**src/rtl/spi_slave_burst_ctrl_if.sv**
```systemverilog
// spi_slave_burst_ctrl_if: SPI pad pins plus register-file bus seen by spi_slave_burst_ctrl
interface spi_slave_burst_ctrl_if #(
    parameter int ADDR_W = 7,
    parameter int DATA_W = 8
);
    logic i_sck, i_cs_n, i_mosi, o_miso, o_miso_oe, o_re, o_we, o_busy;
    logic [ADDR_W-1:0] o_addr;
    logic [DATA_W-1:0] i_rdata, o_wdata;
    modport slave (
        input i_sck, i_cs_n, i_mosi, i_rdata,
        output o_miso, o_miso_oe, o_addr, o_re, o_we, o_wdata, o_busy
    );
    modport master (
        output i_sck, i_cs_n, i_mosi, i_rdata,
        input o_miso, o_miso_oe, o_addr, o_re, o_we, o_wdata, o_busy
    );
endinterface

```
**src/rtl/spi_slave_burst_ctrl.sv**
```systemverilog
// spi_slave_burst_ctrl: SPI slave burst access to a register file; write path built only with SPI_WRITE_EN
module spi_slave_burst_ctrl #(
    parameter int ADDR_W      = 7,
    parameter int DATA_W      = 8,
    parameter bit CPOL        = 1'b0,
    parameter int SYNC_STAGES = 2
) (
    input logic i_clk,
    input logic i_rst,
    spi_slave_burst_ctrl_if.slave bus
);
    localparam int HW = ADDR_W + 1;
    localparam int CW = $clog2((HW > DATA_W ? HW : DATA_W) + 1);
    typedef enum logic [2:0] {IDLE, HDR, RD_REQ, RD_LOAD, DATA, WORD_END, SKIP} state_t;
    state_t state;
    logic [SYNC_STAGES-1:0] sck_sync, cs_sync, mosi_sync;
    logic sck_s, cs_s, mosi_s, sck_q, cs_q, rise, fall, cs_fall;
    logic [CW-1:0] bitcnt;
    logic [ADDR_W-1:0] hdr, addr;
    logic [ADDR_W:0] hdr_nxt;
    logic [DATA_W-1:0] tx;
    logic rw, miso, miso_oe, re, busy;
    assign sck_s   = sck_sync[SYNC_STAGES-1];
    assign cs_s    = cs_sync[SYNC_STAGES-1];
    assign mosi_s  = mosi_sync[SYNC_STAGES-1];
    assign rise    = sck_s & ~sck_q;
    assign fall    = ~sck_s & sck_q;
    assign cs_fall = cs_q & ~cs_s;
    assign hdr_nxt = {hdr, mosi_s};
    always_ff @(posedge i_clk or posedge i_rst)
        if (i_rst) begin
            sck_sync  <= {SYNC_STAGES{CPOL}};
            cs_sync   <= '1;
            mosi_sync <= '0;
            sck_q     <= CPOL;
            cs_q      <= 1'b1;
        end else begin
            sck_sync  <= {sck_sync[SYNC_STAGES-2:0], bus.i_sck};
            cs_sync   <= {cs_sync[SYNC_STAGES-2:0], bus.i_cs_n};
            mosi_sync <= {mosi_sync[SYNC_STAGES-2:0], bus.i_mosi};
            sck_q     <= sck_s;
            cs_q      <= cs_s;
        end
`ifdef SPI_WRITE_EN
    localparam bit WR_EN = 1'b1;
    logic [DATA_W-1:0] rx, wdata;
    logic we;
    // o_we rises on entry to WORD_END so it pairs with the not-yet-incremented address
    always_ff @(posedge i_clk or posedge i_rst)
        if (i_rst) begin
            rx    <= '0;
            wdata <= '0;
            we    <= 1'b0;
        end else begin
            we <= 1'b0;
            if (state == DATA && rise && !cs_s) begin
                rx <= {rx[DATA_W-2:0], mosi_s};
                if (rw && bitcnt == CW'(DATA_W - 1)) begin
                    we    <= 1'b1;
                    wdata <= {rx[DATA_W-2:0], mosi_s};
                end
            end
        end
    assign bus.o_we    = we;
    assign bus.o_wdata = wdata;
`else
    localparam bit WR_EN = 1'b0;
    assign bus.o_we    = 1'b0;
    assign bus.o_wdata = '0;
`endif
    always_ff @(posedge i_clk or posedge i_rst)
        if (i_rst) begin
            state   <= IDLE;
            bitcnt  <= '0;
            hdr     <= '0;
            tx      <= '0;
            rw      <= 1'b0;
            addr    <= '0;
            miso    <= 1'b0;
            miso_oe <= 1'b0;
            re      <= 1'b0;
            busy    <= 1'b0;
        end else begin
            re <= 1'b0;
            case (state)
                IDLE: if (cs_fall) begin
                    state  <= HDR;
                    bitcnt <= '0;
                    busy   <= 1'b1;
                end
                HDR: if (rise) begin
                    hdr    <= hdr_nxt[ADDR_W-1:0];
                    bitcnt <= bitcnt + CW'(1);
                    if (bitcnt == CW'(ADDR_W)) begin
                        addr   <= hdr_nxt[ADDR_W-1:0];
                        rw     <= hdr_nxt[ADDR_W];
                        bitcnt <= '0;
                        state  <= hdr_nxt[ADDR_W] ? (WR_EN ? DATA : SKIP) : RD_REQ;
                        re     <= ~hdr_nxt[ADDR_W];
                    end
                end
                RD_REQ: state <= RD_LOAD;
                RD_LOAD: begin
                    tx      <= bus.i_rdata;
                    miso    <= bus.i_rdata[DATA_W-1];
                    miso_oe <= 1'b1;
                    state   <= DATA;
                end
                DATA: begin
                    if (rise) begin
                        bitcnt <= bitcnt + CW'(1);
                        if (bitcnt == CW'(DATA_W - 1)) state <= WORD_END;
                    end
                    // the first fall of a word is the one that precedes its MSB sample in mode 3
                    if (fall && bitcnt != '0) begin
                        tx   <= tx << 1;
                        miso <= tx[DATA_W-2];
                    end
                end
                WORD_END: begin
                    addr   <= addr + ADDR_W'(1);
                    bitcnt <= '0;
                    state  <= rw ? DATA : RD_REQ;
                    re     <= ~rw;
                end
                SKIP: miso_oe <= 1'b0;
                default: state <= IDLE;
            endcase
            if (cs_s && state != IDLE) begin
                state   <= IDLE;
                busy    <= 1'b0;
                miso    <= 1'b0;
                miso_oe <= 1'b0;
                re      <= 1'b0;
            end
        end
    assign bus.o_miso    = miso;
    assign bus.o_miso_oe = miso_oe;
    assign bus.o_addr    = addr;
    assign bus.o_re      = re;
    assign bus.o_busy    = busy;
endmodule

```
**src/flat_wrapper.sv**
```systemverilog
// flat-port wrapper written by rule: the top's interface ports become plain ports
module spi_slave_burst_ctrl_flat 
#(
    parameter int ADDR_W      = 7,
    parameter int DATA_W      = 8,
    parameter bit CPOL        = 1'b0,
    parameter int SYNC_STAGES = 2
)
  (i_clk, i_rst, bus_i_sck, bus_i_cs_n, bus_i_mosi, bus_i_rdata, bus_o_miso, bus_o_miso_oe, bus_o_addr, bus_o_re, bus_o_we, bus_o_wdata, bus_o_busy);
  spi_slave_burst_ctrl_if #(.ADDR_W(ADDR_W), .DATA_W(DATA_W)) bus_i ();
  input logic i_clk;
  input logic i_rst;
  input wire logic [$bits(bus_i.i_sck)-1:0] bus_i_sck;
  input wire logic [$bits(bus_i.i_cs_n)-1:0] bus_i_cs_n;
  input wire logic [$bits(bus_i.i_mosi)-1:0] bus_i_mosi;
  input wire logic [$bits(bus_i.i_rdata)-1:0] bus_i_rdata;
  output wire logic [$bits(bus_i.o_miso)-1:0] bus_o_miso;
  output wire logic [$bits(bus_i.o_miso_oe)-1:0] bus_o_miso_oe;
  output wire logic [$bits(bus_i.o_addr)-1:0] bus_o_addr;
  output wire logic [$bits(bus_i.o_re)-1:0] bus_o_re;
  output wire logic [$bits(bus_i.o_we)-1:0] bus_o_we;
  output wire logic [$bits(bus_i.o_wdata)-1:0] bus_o_wdata;
  output wire logic [$bits(bus_i.o_busy)-1:0] bus_o_busy;
  assign bus_i.i_sck = bus_i_sck;
  assign bus_i.i_cs_n = bus_i_cs_n;
  assign bus_i.i_mosi = bus_i_mosi;
  assign bus_i.i_rdata = bus_i_rdata;
  assign bus_o_miso = bus_i.o_miso;
  assign bus_o_miso_oe = bus_i.o_miso_oe;
  assign bus_o_addr = bus_i.o_addr;
  assign bus_o_re = bus_i.o_re;
  assign bus_o_we = bus_i.o_we;
  assign bus_o_wdata = bus_i.o_wdata;
  assign bus_o_busy = bus_i.o_busy;
  spi_slave_burst_ctrl #(.ADDR_W(ADDR_W), .DATA_W(DATA_W), .CPOL(CPOL), .SYNC_STAGES(SYNC_STAGES)) u_core (.i_clk(i_clk), .i_rst(i_rst), .bus(bus_i));
endmodule
```
**config.mk**
```make
export PLATFORM = sky130hd
export DESIGN_NAME = spi_slave_burst_ctrl_flat
export DESIGN_NICKNAME = d
export VERILOG_FILES = /design/src/rtl/spi_slave_burst_ctrl_if.sv /design/src/rtl/spi_slave_burst_ctrl.sv /design/src/flat_wrapper.sv
export SDC_FILE = /design/constraint.sdc
export NUM_CORES = 1
export LEC_CHECK = 0
export ABC_AREA = 0
export ABC_CLOCK_PERIOD_IN_PS = 4370
export CAP_MARGIN = 25
export CELL_PAD_IN_SITES_DETAIL_PLACEMENT = 0
export CELL_PAD_IN_SITES_GLOBAL_PLACEMENT = 1
export CORE_MARGIN = 2
export CORE_UTILIZATION = 47
export CTS_BUF_LIST = sky130_fd_sc_hd__clkbuf_8
export DETAILED_ROUTE_END_ITERATION = 6
export PLACE_DENSITY_LB_ADDON = 0.1
export SYNTH_ARGS = -nofsm -noshare
export SYNTH_HDL_FRONTEND = slang
export SYNTH_SLANG_ARGS = --single-unit
```
**constraint.sdc**
```tcl
create_clock -name i_clk -period 4.37 [get_ports i_clk]
set_clock_uncertainty 0.05 [all_clocks]
set_input_delay 1.311 -clock i_clk [delete_from_list [all_inputs] [get_ports i_clk]]
set_output_delay 1.311 -clock i_clk [all_outputs]
set_load 0.05 [all_outputs]
```
* Word-level counts from Yosys, hierarchy flattened
Index checks and enable logic that the tools add are counted.
Word-level totals: register bits after elaboration 41, input bits 13, output and inout port bits 20, word-level logic and storage cells 95
Operators by class: $add $sub $neg 2, equality and inequality tests 19, mux-type cells 31, bitwise logic cells 8, reduce and logical (&&, ||, !) cells 20
Operators with widths (count):
- one-hot mux 7 bit (2 select lines) | 2
- 2-to-1 mux 3 bit | 8
- 2-to-1 mux 7 bit | 3
- one-hot mux 3 bit (7 select lines) | 1
- != test 3 x 1 -> 1 bit (second input constant) | 6
- 2-to-1 mux 4 bit | 4
- one-hot mux 4 bit (4 select lines) | 1
- != test 2 x 1 -> 1 bit (second input constant) | 6
- equality test 3 bit (second input constant) | 3
- 2-to-1 mux 1 bit | 9
- nonzero test 3 bit | 3
- AND reduction 2 bit | 4
- nonzero test 2 bit | 4
- nonzero test 4 bit | 2
- adder 7 x 1 -> 7 bit (second input constant) | 1
- equality test 3 x 2 -> 1 bit (second input constant) | 2
- one-hot mux 1 bit (2 select lines) | 3
- AND reduction 3 bit | 2
- AND reduction 6 bit | 1
- inverter 1 bit | 5
- adder 4 x 1 -> 4 bit (second input constant) | 1
- equality test 4 x 3 -> 1 bit (second input constant) | 1
- AND reduction 4 bit | 1
- AND 1 bit | 3
- 3 further kinds | 4

* Longest topological paths before layout
word-level depth 6, mapped depth 7, mapped depth without buffers 6

* Worst setup path before layout
No wires, ideal clock.
kind register to output, from register u_core.addr[2], in the netlist u_core.bus.o_addr[2], to output port bus_o_addr[2], arrival 0.691 ns, path slack 2.318 ns, cell stages (with the launch flop) 1, buffers on the path 0, cells stage by stage dfrtp_1
RTL lines:
- start, declared | line spi_slave_burst_ctrl.sv:19 | logic [ADDR_W-1:0] hdr, addr;
- start signal, assigned | line spi_slave_burst_ctrl.sv:95 | addr <= hdr_nxt[ADDR_W-1:0];
- start signal, assigned | line spi_slave_burst_ctrl.sv:121 | addr <= addr + ADDR_W'(1);
- end, declared | line flat_wrapper.sv:19 | output wire logic [$bits(bus_i.o_addr)-1:0] bus_o_addr;
No word-level cell between the ends.

* Worst setup path in the final report
from register u_core.addr[2], in the netlist u_core.bus.o_addr[2], to output port bus_o_addr[2]
No word-level cell between the ends.

==> results.py <==
metrics = {
    "timing": {
        "timing.fmax_ghz": 0.335,
        "fin_crit_sh_pct": 68.3,
        "hold_slack_ns": 0.310,
        "max_slew_margin_pct": 44.8,
        "tns_ns": 0,
        "rsz0062_at_grt": "false",
        "worst_pin_slew_ns": 0.828,
        "hold_viol_final": 0,
        "slew_violations": 0,
        "setup_violations": 0,
        "post-route-min-period_ns": 2.98,
    },
    "synthesis": {
        "synth_edf_count": 0,
        "yosysTopAreaCellShare_pct": 43.1,
        "synthAdderAreaFrac_pct": 1.70,
        "ys_ff_latch": 41,
        "yosys.area.top_type": "dfrtp_1",
        "ys_top_cells_by_area": "dfrtp_1, mux2_2, mux2i_1",
        "synth_simple_gate_area_share_pct": 15.8,
        "synth.distinct_cells": 54,
        "synthMuxAreaShare_pct": 10.2,
        "ys.flop_type": "dfrtp_1",
        "synth_cells": 215,
        "yosys_warnings": 0,
        "netlist_area_mm2": 0.00220,
        "synth_compound_area_share_pct": 17.8,
        "ys_seq_area_share_pct": 46.7,
        "syn_avg_cell_area_um2": 10.3,
        "synth_async_sr_flop_share_pct": 100,
        "synth_xor_area_share_pct": 0.397,
        "synth_top_family_by_area": "compound AO/OA/AOI/OAI gates",
    },
    "clock_tree": {
        "clk_latency_ns": 0.29,
        "cts_tree": "yes",
        "clkTransAtPathRegs_ns": 0.07,
        "cts_buffers": 5,
        "cts.repair.resized": 0,
        "root_buffer": "clkbuf_8",
        "cts.sinks": 41,
        "cts_max_level": 2,
        "cts_setup_buffers": 0,
        "holdBufCountCts": 0,
        "clock_path_buffers": 2,
    },
    "critical_path": {
        "reg2reg_depth": 4,
        "cp_top_family": "buffers and inverters",
        "crit_arrival_ns": 1.62,
        "crit_path_end_kind": "output port",
        "worstPathRequired_ns": 3.01,
        "start_kind": "register",
        "cp_slowest_stage_delay_ns": 0.85,
        "crit_cells": 1,
        "worstPathMaxFanout": 9,
        "criticalPathCategory": "register to output port",
        "crit_chain": "clkdlybuf4s50_1",
        "path_buf_inv": 1,
        "cp_slowest_cell": "clkdlybuf4s50_1",
    },
    "routing": {
        "drc_errors": 0,
        "wirelength_um": 4610,
        "wl_met3_um": 211,
        "wl_met2_um": 2200,
        "wl_met1_um": 2160,
        "drt_iter0_drc": 96,
        "viasPerCell": 5.94,
        "drt_pass1_iterations": 4,
        "dr.max_layer_used": "met4",
        "detail_route.wl_per_cell_um": 16.1,
        "ant_nets": 0,
        "vias": 1706,
    },
    "floorplan": {
        "ioPinCount": 33,
        "fp-row-count": 24,
        "fp.dieW_um": 72.5,
        "core_area_mm2": 0.00444,
        "dieArea_mm2": 0.00525,
        "die_y_um": 72.5,
        "initial_core_util_pct": 49.6,
    },
    "pwr": {
        "p_per_area_mw_per_mm2": 588,
        "leakagePower_uw": 0.00109,
        "peakVddDrop_mv": 0.330,
        "p_total_uw": 1480,
    },
    "finish": {
        "finish.utilization_pct": 56.5,
        "areaGrowthSynthToFinish_pct": 14.0,
        "drive_gt1_share_pct": 13.6,
        "antenna_cells": 0,
        "final_nets": 250,
    },
    "placed_design": {
        "place_congestion": 0.853,
        "dp_hpwl_um": 3200,
        "io_buffers": 23,
    },
    "global_route": {
        "grt_usage_pct": 18.8,
        "grt_antenna_before_repair": 0,
        "grt_pass1_vias": 1592,
        "grt-ovfl-total": 0,
        "grt_max_degree": 42,
        "grt_pass1_wl_um": 7650,
    },
    "outcome": {
        "status": "complete, no violations",
    },
    "job": {
        "drv_cap": 0,
    },
    "worst_hold_path": {
        "hold_path_class": "register to register",
        "hold_depth": 0,
    },
}
==> cell usage after synthesis (2+ instances only) <==
library cell	number
nand2_1	15
nor3_1	3
dfstp_2	3
a211oi_1	2
mux2i_1	10
a21oi_1	13
buf_2	5
nand3_1	6
nand2b_1	5
dfrtp_1	38
buf_4	9
o2111ai_1	3
a31oi_1	2
and3b_1	2
o21ai_0	11
or3_1	2
ha_1	3
buf_6	2
inv_1	6
and3_1	4
o22ai_1	5
nor2b_1	2
a32o_1	2
o211ai_1	2
mux2_2	11
nand3b_1	4
o221ai_1	2
clkbuf_1	4
a22o_1	2
nor2_1	13
==> final cells by class <==
type	instances	area [um2]
clock buffers	7	96.3
clock inverters	1	5.00
fillers	381	1930
inverters	7	26.3
multi-input cells	154	1040
flip-flops and latches	41	1030
well taps	52	65.1
repair buffers	25	245
==> registers in the layout, summed over array words and instances, names as in the netlist, 2 cells and up <==
register,flops
u_core.hdr,7
u_core.sck_sync,2
u_core.bitcnt,4
u_core.bus.o_addr,7
u_core.cs_sync,2
u_core.state,3
u_core.tx,7
u_core.mosi_sync,2
==> path summary, 6_finish.rpt <==
kind	start	to	slack, ns
setup / recovery	u_core.bus.o_addr[2]$_DFFE_PP0P_	bus_o_addr[2]	1.39
max in group asynchronous	i_rst	u_core.cs_sync[0]$_DFF_PP1_	2.50
setup reg to reg	u_core.state[0]$_DFFE_PP0P_	u_core.bus.o_addr[4]$_DFFE_PP0P_	2.09
min in group asynchronous	i_rst	u_core.tx[4]$_DFFE_PP0P_	1.39
hold / removal	u_core.cs_sync[0]$_DFF_PP1_	u_core.cs_sync[1]$_DFF_PP1_	0.31
hold reg to reg	u_core.cs_sync[0]$_DFF_PP1_	u_core.cs_sync[1]$_DFF_PP1_	0.31
==> per-layer routing <==
layer  up-vias  global-route usage [%]
met3         5                    4.58
met5         -                       0
li1        808                       -
met2        41                    31.7
met4         0                    4.73
met1       852                    24.5
==> cells in the final DEF (no fill, tap or decap), types with 2 or more instances in the layout <==
cell / synthesis / final
o21ai_0: 11 / 11
nor2b_1: 2 / 2
nand3b_1: 4 / 4
dfrtp_1: 38 / 38
clkdlybuf4s50_1: 0 / 23
a21oi_1: 13 / 13
mux2_2: 11 / 11
a22o_1: 2 / 2
a211oi_1: 2 / 2
nand3_1: 6 / 6
buf_4: 9 / 2
a32o_1: 2 / 2
nand2_1: 15 / 15
nor2_1: 13 / 13
conb_1: 1 / 9
o221ai_1: 2 / 2
and3b_1: 2 / 2
or3_1: 2 / 2
o22ai_1: 5 / 5
inv_1: 6 / 6
a31oi_1: 2 / 2
and3_1: 4 / 4
ha_1: 3 / 3
o211ai_1: 2 / 2
clkbuf_8: 0 / 7
o2111ai_1: 3 / 3
mux2i_1: 10 / 10
nand2b_1: 5 / 5
dfstp_2: 3 / 3
nor3_1: 3 / 3
==> report_power, final <==
part,switching [uW],total (uW),internal [uW]
logic,334,587,253
registers,140,624,484
clock network,125,268,143
total,599,1480,880
==> cells by family (layout without fill, tap and decap cells) <==
logic type,Yosys count,count (layout)
buffers and inverters,28,40
adder cells (fa/ha/maj),3,3
other,1,9
XOR/XNOR,1,1
AO/OA/AOI/OAI,57,57
multiplexers,21,21
flip-flops,41,41
AND/OR/NAND/NOR,63,63
==> metrics by stage <==
stage	setup WS [ns]	area, um2	cells
final	1.39	2510	287
after global routing	1.33	2510	287
after CTS	1.39	2510	287
after detailed placement	1.71	2410	279
after global placement	1.74	2410	279
after floorplan	2.07	2230	223
(Power assumes the default switching activity.)
